===== src/rtl/mem_bus_arbiter_pkg.sv =====
// Shared types and the round-robin helper for the memory bus arbiter.
package mem_bus_arbiter_pkg;

    // The picker always works on an 8-wide request vector; hosts that do not
    // exist are tied to 0, so scanning modulo 8 yields the same winner as
    // scanning modulo the real host count.
    localparam int unsigned RR_HOSTS = 8;
    localparam int unsigned RR_IDW   = 3;

    // Request fields muxed from the selected host onto the device port.
    typedef struct packed {
        logic        we;
        logic [31:0] addr;
        logic [31:0] wdata;
        logic [3:0]  be;
    } bus_req_t;

    // Device response as seen by the arbiter before it is routed to a host.
    typedef struct packed {
        logic        rvalid;
        logic [31:0] rdata;
        logic        err;
    } bus_rsp_t;

    // Returns the first requester found starting at ptr+1 and wrapping.
    // The last index scanned is ptr itself, so the previous winner has the
    // lowest priority. With no request at all, ptr is returned unchanged.
    function automatic logic [RR_IDW-1:0] rr_pick(
        input logic [RR_HOSTS-1:0] req,
        input logic [RR_IDW-1:0]   ptr
    );
        logic [RR_IDW-1:0] idx;
        logic [RR_IDW-1:0] win;
        logic              found;
        win   = ptr;
        found = 1'b0;
        for (int unsigned i = 1; i <= RR_HOSTS; i++) begin
            idx = ptr + RR_IDW'(i);
            if (!found && req[idx]) begin
                win   = idx;
                found = 1'b1;
            end
        end
        return win;
    endfunction

endpackage


===== src/rtl/mem_bus_arb_id_fifo.sv =====
// Small synchronous FIFO holding the host ID of every granted transaction
// that is still waiting for its in-order device response.
module mem_bus_arb_id_fifo
    import mem_bus_arbiter_pkg::*;
#(
    parameter int unsigned WIDTH = 1,
    parameter int unsigned DEPTH = 2
) (
    input  logic                       clk_i,
    input  logic                       rst_i,
    input  logic                       i_push,
    input  logic                       i_pop,
    input  logic [WIDTH-1:0]           i_wid,
    output logic [WIDTH-1:0]           o_rid,
    output logic                       o_full,
    output logic                       o_empty,
    output logic [$clog2(DEPTH+1)-1:0] o_count
);

    localparam int unsigned PW = (DEPTH > 1) ? $clog2(DEPTH) : 1;
    localparam int unsigned CW = $clog2(DEPTH + 1);

    logic [WIDTH-1:0] r_mem [DEPTH];
    logic [PW-1:0]    r_wr_ptr;
    logic [PW-1:0]    r_rd_ptr;
    logic [CW-1:0]    r_count;

    logic             w_do_push;
    logic             w_do_pop;
    logic [PW-1:0]    w_wr_ptr_nxt;
    logic [PW-1:0]    w_rd_ptr_nxt;

    assign o_full    = (r_count == CW'(DEPTH));
    assign o_empty   = (r_count == '0);
    assign o_count   = r_count;
    assign o_rid     = r_mem[r_rd_ptr];

    // Overflow and underflow are refused here as a second line of defence.
    assign w_do_push = i_push & ~o_full;
    assign w_do_pop  = i_pop & ~o_empty;

    // Pointers wrap at DEPTH, which need not be a power of two.
    assign w_wr_ptr_nxt = (r_wr_ptr == PW'(DEPTH - 1)) ? '0 : r_wr_ptr + PW'(1);
    assign w_rd_ptr_nxt = (r_rd_ptr == PW'(DEPTH - 1)) ? '0 : r_rd_ptr + PW'(1);

    // Storage write; IDs are only read at slots the pointers mark valid.
    // NOTE: the storage array has no reset; after reset the count says it is
    // empty, so stale contents are never observed and the RAM stays plain.
    always_ff @(posedge clk_i) begin
        if (w_do_push) begin
            r_mem[r_wr_ptr] <= i_wid;
        end
    end

    // Pointer and occupancy bookkeeping; push and pop together keep the count.
    // NOTE: sequential state uses non-blocking assignments so every register
    // samples the pre-edge values regardless of statement order.
    always_ff @(posedge clk_i) begin
        if (rst_i) begin
            r_wr_ptr <= '0;
            r_rd_ptr <= '0;
            r_count  <= '0;
        end else begin
            if (w_do_push) begin
                r_wr_ptr <= w_wr_ptr_nxt;
            end
            if (w_do_pop) begin
                r_rd_ptr <= w_rd_ptr_nxt;
            end
            case ({w_do_push, w_do_pop})
                2'b10:   r_count <= r_count + CW'(1);
                2'b01:   r_count <= r_count - CW'(1);
                default: r_count <= r_count;
            endcase
        end
    end

endmodule


===== src/rtl/mem_bus_arbiter.sv =====
// Round-robin arbiter sharing one req/gnt/rvalid memory port among NHOSTS
// hosts. Requests are forwarded combinationally; responses come back in
// grant order and are steered by the ID FIFO head.
module mem_bus_arbiter
    import mem_bus_arbiter_pkg::*;
#(
    parameter int unsigned NHOSTS          = 2,
    parameter int unsigned MAX_OUTSTANDING = 2
) (
    input  logic                     clk_i,
    input  logic                     rst_i,

    input  logic [NHOSTS-1:0]        host_req_i,
    input  logic [NHOSTS-1:0]        host_we_i,
    input  logic [NHOSTS-1:0][31:0]  host_addr_i,
    input  logic [NHOSTS-1:0][31:0]  host_wdata_i,
    input  logic [NHOSTS-1:0][3:0]   host_be_i,
    output logic [NHOSTS-1:0]        host_gnt_o,
    output logic [NHOSTS-1:0]        host_rvalid_o,
    output logic [31:0]              host_rdata_o,
    output logic [NHOSTS-1:0]        host_err_o,

    output logic                     dev_req_o,
    output logic                     dev_we_o,
    output logic [31:0]              dev_addr_o,
    output logic [31:0]              dev_wdata_o,
    output logic [3:0]               dev_be_o,
    input  logic                     dev_gnt_i,
    input  logic                     dev_rvalid_i,
    input  logic [31:0]              dev_rdata_i,
    input  logic                     dev_err_i
);

    localparam int unsigned IDW = $clog2(NHOSTS);
    localparam int unsigned CW  = $clog2(MAX_OUTSTANDING + 1);

    // Arbitration state.
    logic [IDW-1:0]      r_rr_ptr;
    logic                r_lock;
    logic [IDW-1:0]      r_lock_id;

    // Selection and handshake.
    logic [RR_HOSTS-1:0] w_req_pad;
    logic [RR_IDW-1:0]   w_ptr_pad;
    logic [IDW-1:0]      w_pick;
    logic [IDW-1:0]      w_sel;
    logic                w_any_req;
    logic                w_handshake;
    bus_req_t            w_host_req [NHOSTS];
    bus_req_t            w_dev_req;

    // Response side.
    bus_rsp_t            w_dev_rsp;
    logic                w_pop;
    logic [IDW-1:0]      w_head;
    logic                w_full;
    logic                w_empty;
    logic [CW-1:0]       w_count;

    // Widen requests and pointer to the picker's fixed 8-host view.
    always_comb begin
        w_req_pad             = '0;
        w_req_pad[NHOSTS-1:0] = host_req_i;
        w_ptr_pad             = '0;
        w_ptr_pad[IDW-1:0]    = r_rr_ptr;
    end

    assign w_pick = IDW'(rr_pick(w_req_pad, w_ptr_pad));

    // A stalled request keeps its host so the device sees stable fields.
    assign w_sel  = r_lock ? r_lock_id : w_pick;

    // Gather each host's request fields so the device mux is a single index.
    always_comb begin
        for (int i = 0; i < NHOSTS; i++) begin
            w_host_req[i].we    = host_we_i[i];
            w_host_req[i].addr  = host_addr_i[i];
            w_host_req[i].wdata = host_wdata_i[i];
            w_host_req[i].be    = host_be_i[i];
        end
    end

    assign w_dev_req   = w_host_req[w_sel];
    assign dev_we_o    = w_dev_req.we;
    assign dev_addr_o  = w_dev_req.addr;
    assign dev_wdata_o = w_dev_req.wdata;
    assign dev_be_o    = w_dev_req.be;

    // Issue is gated by the registered occupancy only, never by dev_gnt_i,
    // so a response in the same cycle cannot open a slot early.
    assign w_any_req   = |host_req_i;
    assign dev_req_o   = w_any_req & ~w_full;
    assign w_handshake = dev_req_o & dev_gnt_i;

    // Responses are only accepted when an ID is waiting for them.
    assign w_dev_rsp    = {dev_rvalid_i, dev_rdata_i, dev_err_i};
    assign w_pop        = w_dev_rsp.rvalid & ~w_empty;
    assign host_rdata_o = w_dev_rsp.rdata;

    // One-hot grant to the selected host and response steering to the head.
    // NOTE: every output of this block gets a default before any condition,
    // which keeps it purely combinational with no inferred latches.
    always_comb begin
        host_gnt_o    = '0;
        host_rvalid_o = '0;
        host_err_o    = '0;
        if (w_handshake) begin
            host_gnt_o[w_sel] = 1'b1;
        end
        if (w_pop) begin
            host_rvalid_o[w_head] = 1'b1;
            host_err_o[w_head]    = w_dev_rsp.err;
        end
    end

    // Pointer advances to the winner on a grant; a stalled request locks.
    always_ff @(posedge clk_i) begin
        if (rst_i) begin
            r_rr_ptr  <= IDW'(NHOSTS - 1);
            r_lock    <= 1'b0;
            r_lock_id <= '0;
        end else begin
            if (w_handshake) begin
                r_rr_ptr <= w_sel;
                r_lock   <= 1'b0;
            end else if (dev_req_o) begin
                r_lock    <= 1'b1;
                r_lock_id <= w_sel;
            end
        end
    end

    mem_bus_arb_id_fifo #(
        .WIDTH (IDW),
        .DEPTH (MAX_OUTSTANDING)
    ) u_id_fifo (
        .clk_i   (clk_i),
        .rst_i   (rst_i),
        .i_push  (w_handshake),
        .i_pop   (w_pop),
        .i_wid   (w_sel),
        .o_rid   (w_head),
        .o_full  (w_full),
        .o_empty (w_empty),
        .o_count (w_count)
    );

    // A response with nothing outstanding means the device broke protocol.
    a_no_orphan_rsp: assert property (
        @(posedge clk_i) disable iff (rst_i) dev_rvalid_i |-> !w_empty
    );

    // Occupancy must never exceed the configured limit.
    a_count_bound: assert property (
        @(posedge clk_i) disable iff (rst_i) w_count <= CW'(MAX_OUTSTANDING)
    );

endmodule

===== config.mk =====
export PLATFORM = sky130hd
export DESIGN_NAME = mem_bus_arbiter
export DESIGN_NICKNAME = d
export VERILOG_FILES = /design/src/rtl/mem_bus_arbiter_pkg.sv /design/src/rtl/mem_bus_arb_id_fifo.sv /design/src/rtl/mem_bus_arbiter.sv
export SDC_FILE = /design/constraint.sdc
export NUM_CORES = 1
export LEC_CHECK = 0
export CORE_AREA = 3 3 110 112
export DETAILED_ROUTE_END_ITERATION = 8
export DIE_AREA = 0 0 113 115
export PLACE_DENSITY = 0.68
export SYNTH_ARGS = -nofsm -noshare
export SYNTH_HDL_FRONTEND = slang
export SYNTH_SLANG_ARGS = --single-unit
export TNS_END_PERCENT = 100

===== constraint.sdc =====
create_clock -name clk_i -period 3.7 [get_ports clk_i]
set_clock_uncertainty 0.2 [all_clocks]
set_input_delay 0.74 -clock clk_i [delete_from_list [all_inputs] [get_ports clk_i]]
set_output_delay 0.74 -clock clk_i [all_outputs]
set_load 0.02 [all_outputs]

Word-level counts from Yosys, hierarchy flattened
Memories as Yosys holds them, arrays and structs flattened. A register that Yosys moved wholly into a read port is not among the register bits.
Cells that the tools add are included.
{"block": "word_totals", "word_cells": 114, "in_bits": 177, "output_inout_bits": 108, "register_bits": 7, "memories": 1, "ramBits": 2}
{"block": "classes", "add_sub_neg": 11, "n_mux": 49, "order_cmp": 13, "reduce_logical": 21, "bitwise": 10, "n_eq_ne": 3}
{"memory": "u_id_fifo.r_mem", "depth": 2, "word_bits": 1, "read_ports": 1, "rd_ports_with_merged_regs": 1, "wr": 1, "line_no": "mem_bus_arb_id_fifo.sv:23", "text": "logic [WIDTH-1:0] r_mem [DEPTH];"}
{"cell": "$mux W69", "count": 3}
{"cell": "$mux W1", "count": 33}
{"cell": "$lt A3 B4 Y1 const B", "count": 6}
{"cell": "$bmux W1 S3", "count": 7}
{"cell": "$logic_and A1 B1 Y1", "count": 9}
{"cell": "$logic_not A1 Y1", "count": 7}
{"cell": "$add A1 B2 Y3 const B", "count": 2}
{"cell": "$add A1 B3 Y3 const B", "count": 2}
{"cell": "$mux W2", "count": 3}
{"cell": "$and A1 B1 Y1", "count": 5}
{"cell": "$eq A2 B2 Y1 const B", "count": 2}
{"cell": "$lt A1 B2 Y1 const B", "count": 2}
{"cell": "$lt A1 B4 Y1 const B", "count": 1}
{"cell": "$lt A2 B4 Y1 const B", "count": 1}
{"cell": "$pmux W2 S2", "count": 1}
{"cell": "$reduce_or A2 Y1", "count": 2}
{"cell": "$add A2 B1 Y3 const B", "count": 1}
{"cell": "$add A2 B2 Y3 const B", "count": 1}
{"cell": "$not A1 Y1", "count": 3}
{"cell": "$add A1 B1 Y1 const B", "count": 2}
{"cell": "$add A1 B1 Y2 const B", "count": 1}
{"cell": "$add A2 B1 Y2 const B", "count": 1}
{"cell": "$and A2 B2 Y2", "count": 1}
{"cell": "$demux W1 S1", "count": 2}
{"cell": "8 further kinds", "count": 9}

Depth between registers and ports, before layout
{"block": "depth", "depth_word": 31, "mapped_depth": 7, "mapped_depth_nobuf": 6}

Cells and area by module
Synthesis repeated with hierarchy kept, for this count alone.
{"block": "unflattened", "hier_cells": 328, "hier_area_um2": 2741.4}
{"mod": "mem_bus_arbiter", "area_per_inst_um2": 2446.1, "n_inst": 1, "seq_area_each_um2": 60.1, "cells_each": 299}
{"mod": "mem_bus_arb_id_fifo", "area_per_inst_um2": 295.3, "n_inst": 1, "seq_area_each_um2": 160.2, "cells_each": 29}

Worst setup path before layout
No wires, ideal clock.
{"block": "synth_timing", "kind": "in2out", "startpoint": "input host_req_i[1]", "endpoint": "output dev_addr_o[15]", "path_stages": 4, "setup_slack_ns": 0.832, "n_path_buf": 1, "required_ns": 2.760, "arrival_time_ns": 1.928, "path_cell_list": "nor2b_1 o31ai_4 buf_6 mux2_1"}
{"block": "synth_between", "elab_chain_cells": 29, "word_cells_on_any_way": 50, "classes_between": "mux: 35; bitwise: 1; reduce/logical: 14"}
{"element": "from (decl)", "line_no": "mem_bus_arbiter.sv:13", "text": "input logic [NHOSTS-1:0] host_req_i,"}
{"element": "$bmux W1 S3", "line_no": "mem_bus_arbiter_pkg.sv:39", "text": "if (!found && req[idx]) begin"}
{"element": "$mux W1 (not written as such)", "line_no": "mem_bus_arbiter_pkg.sv:39"}
{"element": "$mux W1", "line_no": "mem_bus_arbiter_pkg.sv:39"}
{"element": "$logic_not A1 Y1", "line_no": "mem_bus_arbiter_pkg.sv:39"}
{"element": "$logic_and A1 B1 Y1", "line_no": "mem_bus_arbiter_pkg.sv:39"}
{"element": "$mux W1", "line_no": "mem_bus_arbiter_pkg.sv:39"}
{"element": "$logic_not A1 Y1", "line_no": "mem_bus_arbiter_pkg.sv:39"}
{"element": "$logic_and A1 B1 Y1", "line_no": "mem_bus_arbiter_pkg.sv:39"}
{"element": "[... 11 more ...]"}
{"element": "$logic_and A1 B1 Y1", "line_no": "mem_bus_arbiter_pkg.sv:39"}
{"element": "$mux W1", "line_no": "mem_bus_arbiter_pkg.sv:39"}
{"element": "$logic_not A1 Y1", "line_no": "mem_bus_arbiter_pkg.sv:39"}
{"element": "$logic_and A1 B1 Y1", "line_no": "mem_bus_arbiter_pkg.sv:39"}
{"element": "$mux W1 *", "line_no": "mem_bus_arbiter_pkg.sv:39"}
{"element": "$mux W1 *", "line_no": "mem_bus_arbiter.sv:71", "text": "assign w_sel = r_lock ? r_lock_id : w_pick;"}
{"element": "$not A1 Y2 (not written as such) *", "line_no": "mem_bus_arbiter.sv:83", "text": "assign w_dev_req = w_host_req[w_sel];"}
{"element": "$mux W69 (not written as such) * (3 in a row)", "line_no": "mem_bus_arbiter.sv:83"}
{"element": "to (decl)", "line_no": "mem_bus_arbiter.sv:25", "text": "output logic [31:0] dev_addr_o,"}
Every way passes the cells marked *; elsewhere a longest branch is shown, timed or not. The select of a mux whose other input is x is not followed.

Worst setup path after layout
{"block": "layout_timing", "startpoint": "input host_req_i[0]", "endpoint": "output dev_wdata_o[31]"}
{"block": "layout_between", "elab_chain_cells": 29, "word_cells_on_any_way": 50, "classes_between": "mux: 35; bitwise: 1; reduce/logical: 14"}
{"element": "$bmux W1 S3", "line_no": "mem_bus_arbiter_pkg.sv:39"}
{"element": "$mux W1 (not written as such)", "line_no": "mem_bus_arbiter_pkg.sv:39"}
{"element": "$mux W1", "line_no": "mem_bus_arbiter_pkg.sv:39"}
{"element": "$logic_not A1 Y1", "line_no": "mem_bus_arbiter_pkg.sv:39"}
{"element": "$logic_and A1 B1 Y1", "line_no": "mem_bus_arbiter_pkg.sv:39"}
{"element": "$mux W1", "line_no": "mem_bus_arbiter_pkg.sv:39"}
{"element": "$logic_not A1 Y1", "line_no": "mem_bus_arbiter_pkg.sv:39"}
{"element": "$logic_and A1 B1 Y1", "line_no": "mem_bus_arbiter_pkg.sv:39"}
{"element": "[... 11 more ...]"}
{"element": "$logic_and A1 B1 Y1", "line_no": "mem_bus_arbiter_pkg.sv:39"}
{"element": "$mux W1", "line_no": "mem_bus_arbiter_pkg.sv:39"}
{"element": "$logic_not A1 Y1", "line_no": "mem_bus_arbiter_pkg.sv:39"}
{"element": "$logic_and A1 B1 Y1", "line_no": "mem_bus_arbiter_pkg.sv:39"}
{"element": "$mux W1 *", "line_no": "mem_bus_arbiter_pkg.sv:39"}
{"element": "$mux W1 *", "line_no": "mem_bus_arbiter.sv:71"}
{"element": "$not A1 Y2 (not written as such) *", "line_no": "mem_bus_arbiter.sv:83"}
{"element": "$mux W69 (not written as such) * (3 in a row)", "line_no": "mem_bus_arbiter.sv:83"}
{"element": "to (decl)", "line_no": "mem_bus_arbiter.sv:26", "text": "output logic [31:0] dev_wdata_o,"}
Marks and branches as above.

==> summary.md <==
| Metric | Value |
|---|---|
| Worst path arrival time | `between 2 and 3 ns` |
| CTS tree | `built` |
| R2r setup slk | `about 1.5 ns` |
| Int Pwr | `0.851 mW` |
| Worst slew pin tran | `0.292 ns` |
| GRT Total Usage | `under 10%` |
| Die H | `between 100 and 150 um` |
| RSZ-0062 raised after global routing | `no` |
| Most common cell after layout, fill and taps aside | `clkdlybuf4s50_1` |
| Sequential power share | `11.6%` |
| Per-cell routed wire length | `~15 um` |
| Post-synthesis sequential area ratio | `13.8%` |
| Max VDD drop | `around 0.00019 V` |
| FF+latch count, synth | `10` |
| Sw frac | `around 40%` |
| Cell row count | `39` |
| Mapped Cells | `around 160` |
| Final Non-Filler Cells | `496` |
| Clock transition at path regs | `about 0.040 ns` |
| Area share of the largest cell type after synthesis | `a little under two fifths` |
| Synth Area in XOR/XNOR | `roughly 1.6%` |
| Yosys warnings | `0` |
| Initial antenna violation count | `0` |
| Area leader, netlist | `mux2_2` |
| Syn_nets | `340` |
| Crit path launch type | `input pin` |
| Area delta synth->final | `135%` |
| Via density | `roughly 3.9` |
| Post-DRT Antenna Nets | `0` |
| Pwr dens | `380 nW/um2` |
| Port bufs | `220` |
| Detailed Route WL | `7220 um` |
| Clk sinks | `10` |
| CTS max path bufs | `2` |
| IO Pins | `285` |
| CP max stage cell | `clkdlybuf4s50_1` |
| Clock H-tree levels | `1` |
| Count of final hold-check violations | `0` |
| Mux contribution to synthesized area | `between 50% and 60%` |
| Most frequent cells in the layout | `clkdlybuf4s50_1, dlygate4sd2_1, mux2_2` |
| Clock root buffer | `clkbuf_16` |
| Critical path required time | `~2.8 ns` |
| Ranking of synthesized cells by area | `mux2_2, buf_4, mux2_1, dfxtp_1, buf_6` |
| Status | `finished clean` |
| Worst Hold Path EP | `r_lock_id` |
| Final max-slew violation count | `0` |
| TritonRoute pass-1 iters | `3` |
| CTS buffer count | `3` |
| Post-Synth Simple-Gate Area | `7.84%` |
| FF-to-FF Start | `u_id_fifo.o_count[0]` |
| First DRT Iteration DRCs | `a little over 60` |
| Antenna diode count | `0` |
| Clock network fraction of total power | `between 10% and 20%` |
| Post-DP HPWL | `between 6000 and 7000 um` |
| Effective utilization at floorplan | `between 10 and 15%` |
| Main combinational cell family by area after synthesis | `multiplexers` |
| Total die area | `roughly 13000 um2` |
| Pwr Total | `1.42 mW` |
| Core area | `approximately 11000 um2` |
| Share of layout cells above drive strength 1 | `a little under a fifth` |
| Routed via count | `just under 2000` |
| Maxcap violations | `0` |
| Placer congestion estimate | `between 0.7 and 0.8` |
| Switching power | `0.574 mW` |
| Mapped Avg Cell Area | `around 9.9 um2` |
| Logic gate share of total power | `between 70% and 80%` |
| Crit Path Class | `in -> out` |
| CTS Hold Bufs | `0` |
| Synth Area in Adders | `less than 1%` |
| CP Max Fanout | `27` |
| Slew headroom | `about 80%` |
| Final nets | `532` |
| Worst skew pair latency | `0.23 ns` |
| Sequence of cells on the critical path | `clkdlybuf4s50_1, nor2b_4, o31ai_4, buf_4, buf_12, mux2_2, dlygate4sd2_1` |
| Drt drc | `0` |
| Leakage | `about 1.6 nW` |
| Global-route wire length before repair | `9980 um` |
| Depth of the most critical reg-to-reg path | `6` |
| Final Cycle Share | `97.1%` |
| Placed Cells | `between 400 and 500` |
| Synth Cell Area | `about 1600 um2` |
| Largest net degree at the start of global routing | `28` |
| Crit end category | `output port` |
| Hold_sp | `r_lock_id` |
| Total gr overflow | `0` |
| R2R Path End | `u_id_fifo.o_count[1]` |
| Distinct cells, synth | `27` |
| F_max | `between 200 and 300 MHz` |
| Vias in the first global route | `between 1500 and 2000` |
| Die X | `roughly 110 um` |
| Hold crit path type | `reg -> reg` |
| Setup Viol. Count Final | `0` |
| Hold depth | `2` |
| Compound-Gate Fraction of Synth Area | `4.15%` |
| Largest stage delay, worst path | `0.53 ns` |
| Final min period | `between 3 and 4 ns` |
==> cell type report <==
type	instances	area [um2]
Fill cell	1194	7570
Multi-Input combinational cell	108	1040
Timing Repair Buffer	227	2220
Clock buffer	3	75.1
Inverter	4	15.0
Tap cell	143	179
Sequential cell	10	220
Clock inverter	1	3.75
==> sequential cells by signal, summed over array words and instances (netlist names), named ones only <==
| name | flops |
|---|---|
| r_lock | 1 |
| r_lock_id | 1 |
| r_rr_ptr | 1 |
| u_id_fifo.o_count | 2 |
| u_id_fifo.r_mem | 2 |
| u_id_fifo.r_rd_ptr | 1 |
| u_id_fifo.r_wr_ptr | 1 |
==> logic make-up (layout without fill, tap and decap cells) <==
logic type / after synthesis / count (layout)
buffers and inverters: 44 / 235
and+or+nand+nor: 24 / 24
DFF: 10 / 10
xor gates and xnor gates: 3 / 3
adders and majority gates: 1 / 1
muxes: 72 / 72
AOI/OAI and AO/OA: 8 / 8
==> critical path, delay by kind of cell <==
family	cells	cell delay, ns
buf+inv	4	1.23
mux	1	0.38
compound gates	1	0.23
simple gates	1	0.06
==> metrics by stage <==
stage / hold slack, ns / TNS, ns / setup WS [ns] / area, um2 / util [%]
finish: 0.258 / 0 / 0.106 / 3750 / 33.1
detailed placement: 0.248 / -6.57 / -0.142 / 3710 / 32.8
floorplan: 0.230 / 0 / 0.832 / 1600 / -
global placement: 0.241 / -4.93 / -0.125 / 3710 / 32.8
CTS: 0.260 / 0 / 0.0205 / 3740 / 33.1
global route: 0.311 / 0 / 0.0406 / 3750 / 33.1
==> how the worst max path moves through the flow <==
stage / from / to / slack (ns) / cells after the start
floorplan: host_req_i[1] / dev_addr_o[15] / 0.83 / 4
global placement: host_req_i[0] / dev_wdata_o[28] / -0.13 / 6
detailed placement: host_req_i[0] / dev_wdata_o[28] / -0.14 / 6
CTS: host_req_i[0] / host_gnt_o[0] / 0.02 / 8
global route: host_req_i[0] / dev_wdata_o[31] / 0.04 / 7
finish: host_req_i[0] / dev_wdata_o[31] / 0.11 / 7
==> per-layer routing <==
layer	vias to the layer above	track usage, %	share of wire, %
met5	-	0	0
met4	0	2.00	0.86
met3	6	3.00	12
met2	155	18.0	51
met1	849	10.5	36
li1	922	-	-
==> synth_stat cells <==
cell type  count
mux2_2        53
buf_4         32
mux2_1        17
nor2_1        11
dfxtp_1        8
buf_6          7
inv_1          4
nor2b_1        3
o21ai_0        3
and3_1         2
edfxtp_1       2
mux2i_1        2
nand2_1        2
or3_1          2
xnor2_1        2
a21oi_1        1
and2_1         1
clkbuf_1       1
ha_1           1
nand2b_1       1
nor2b_4        1
nor4_1         1
o211a_1        1
o211ai_1       1
o31ai_1        1
o31ai_4        1
xor2_1         1
==> power by group through the flow <==
| stage | Sequential [mW] | Combinational, mW | Clock [mW] |
|---|---|---|---|
| 6_report | 0.165 | 1.07 | 0.190 |
| 5_1_grt | 0.170 | 1.14 | 0.203 |
| 4_1_cts | 0.166 | 1.09 | 0.194 |
| 3_5_place_dp | 0.167 | 1.15 | 0 |
| 3_3_place_gp | 0.165 | 1.14 | 0 |
| 2_1_floorplan | 0.161 | 0.690 | 0 |
==> what timing repair did <==
action                     in CTS  in global routing
setup endpoints to repair      69                  1
cloned                          1                  0
gates resized for setup        70                  1
pin swaps                       0                  0
buffers inserted                2                  0
Power figures use the tool's default switching activity.
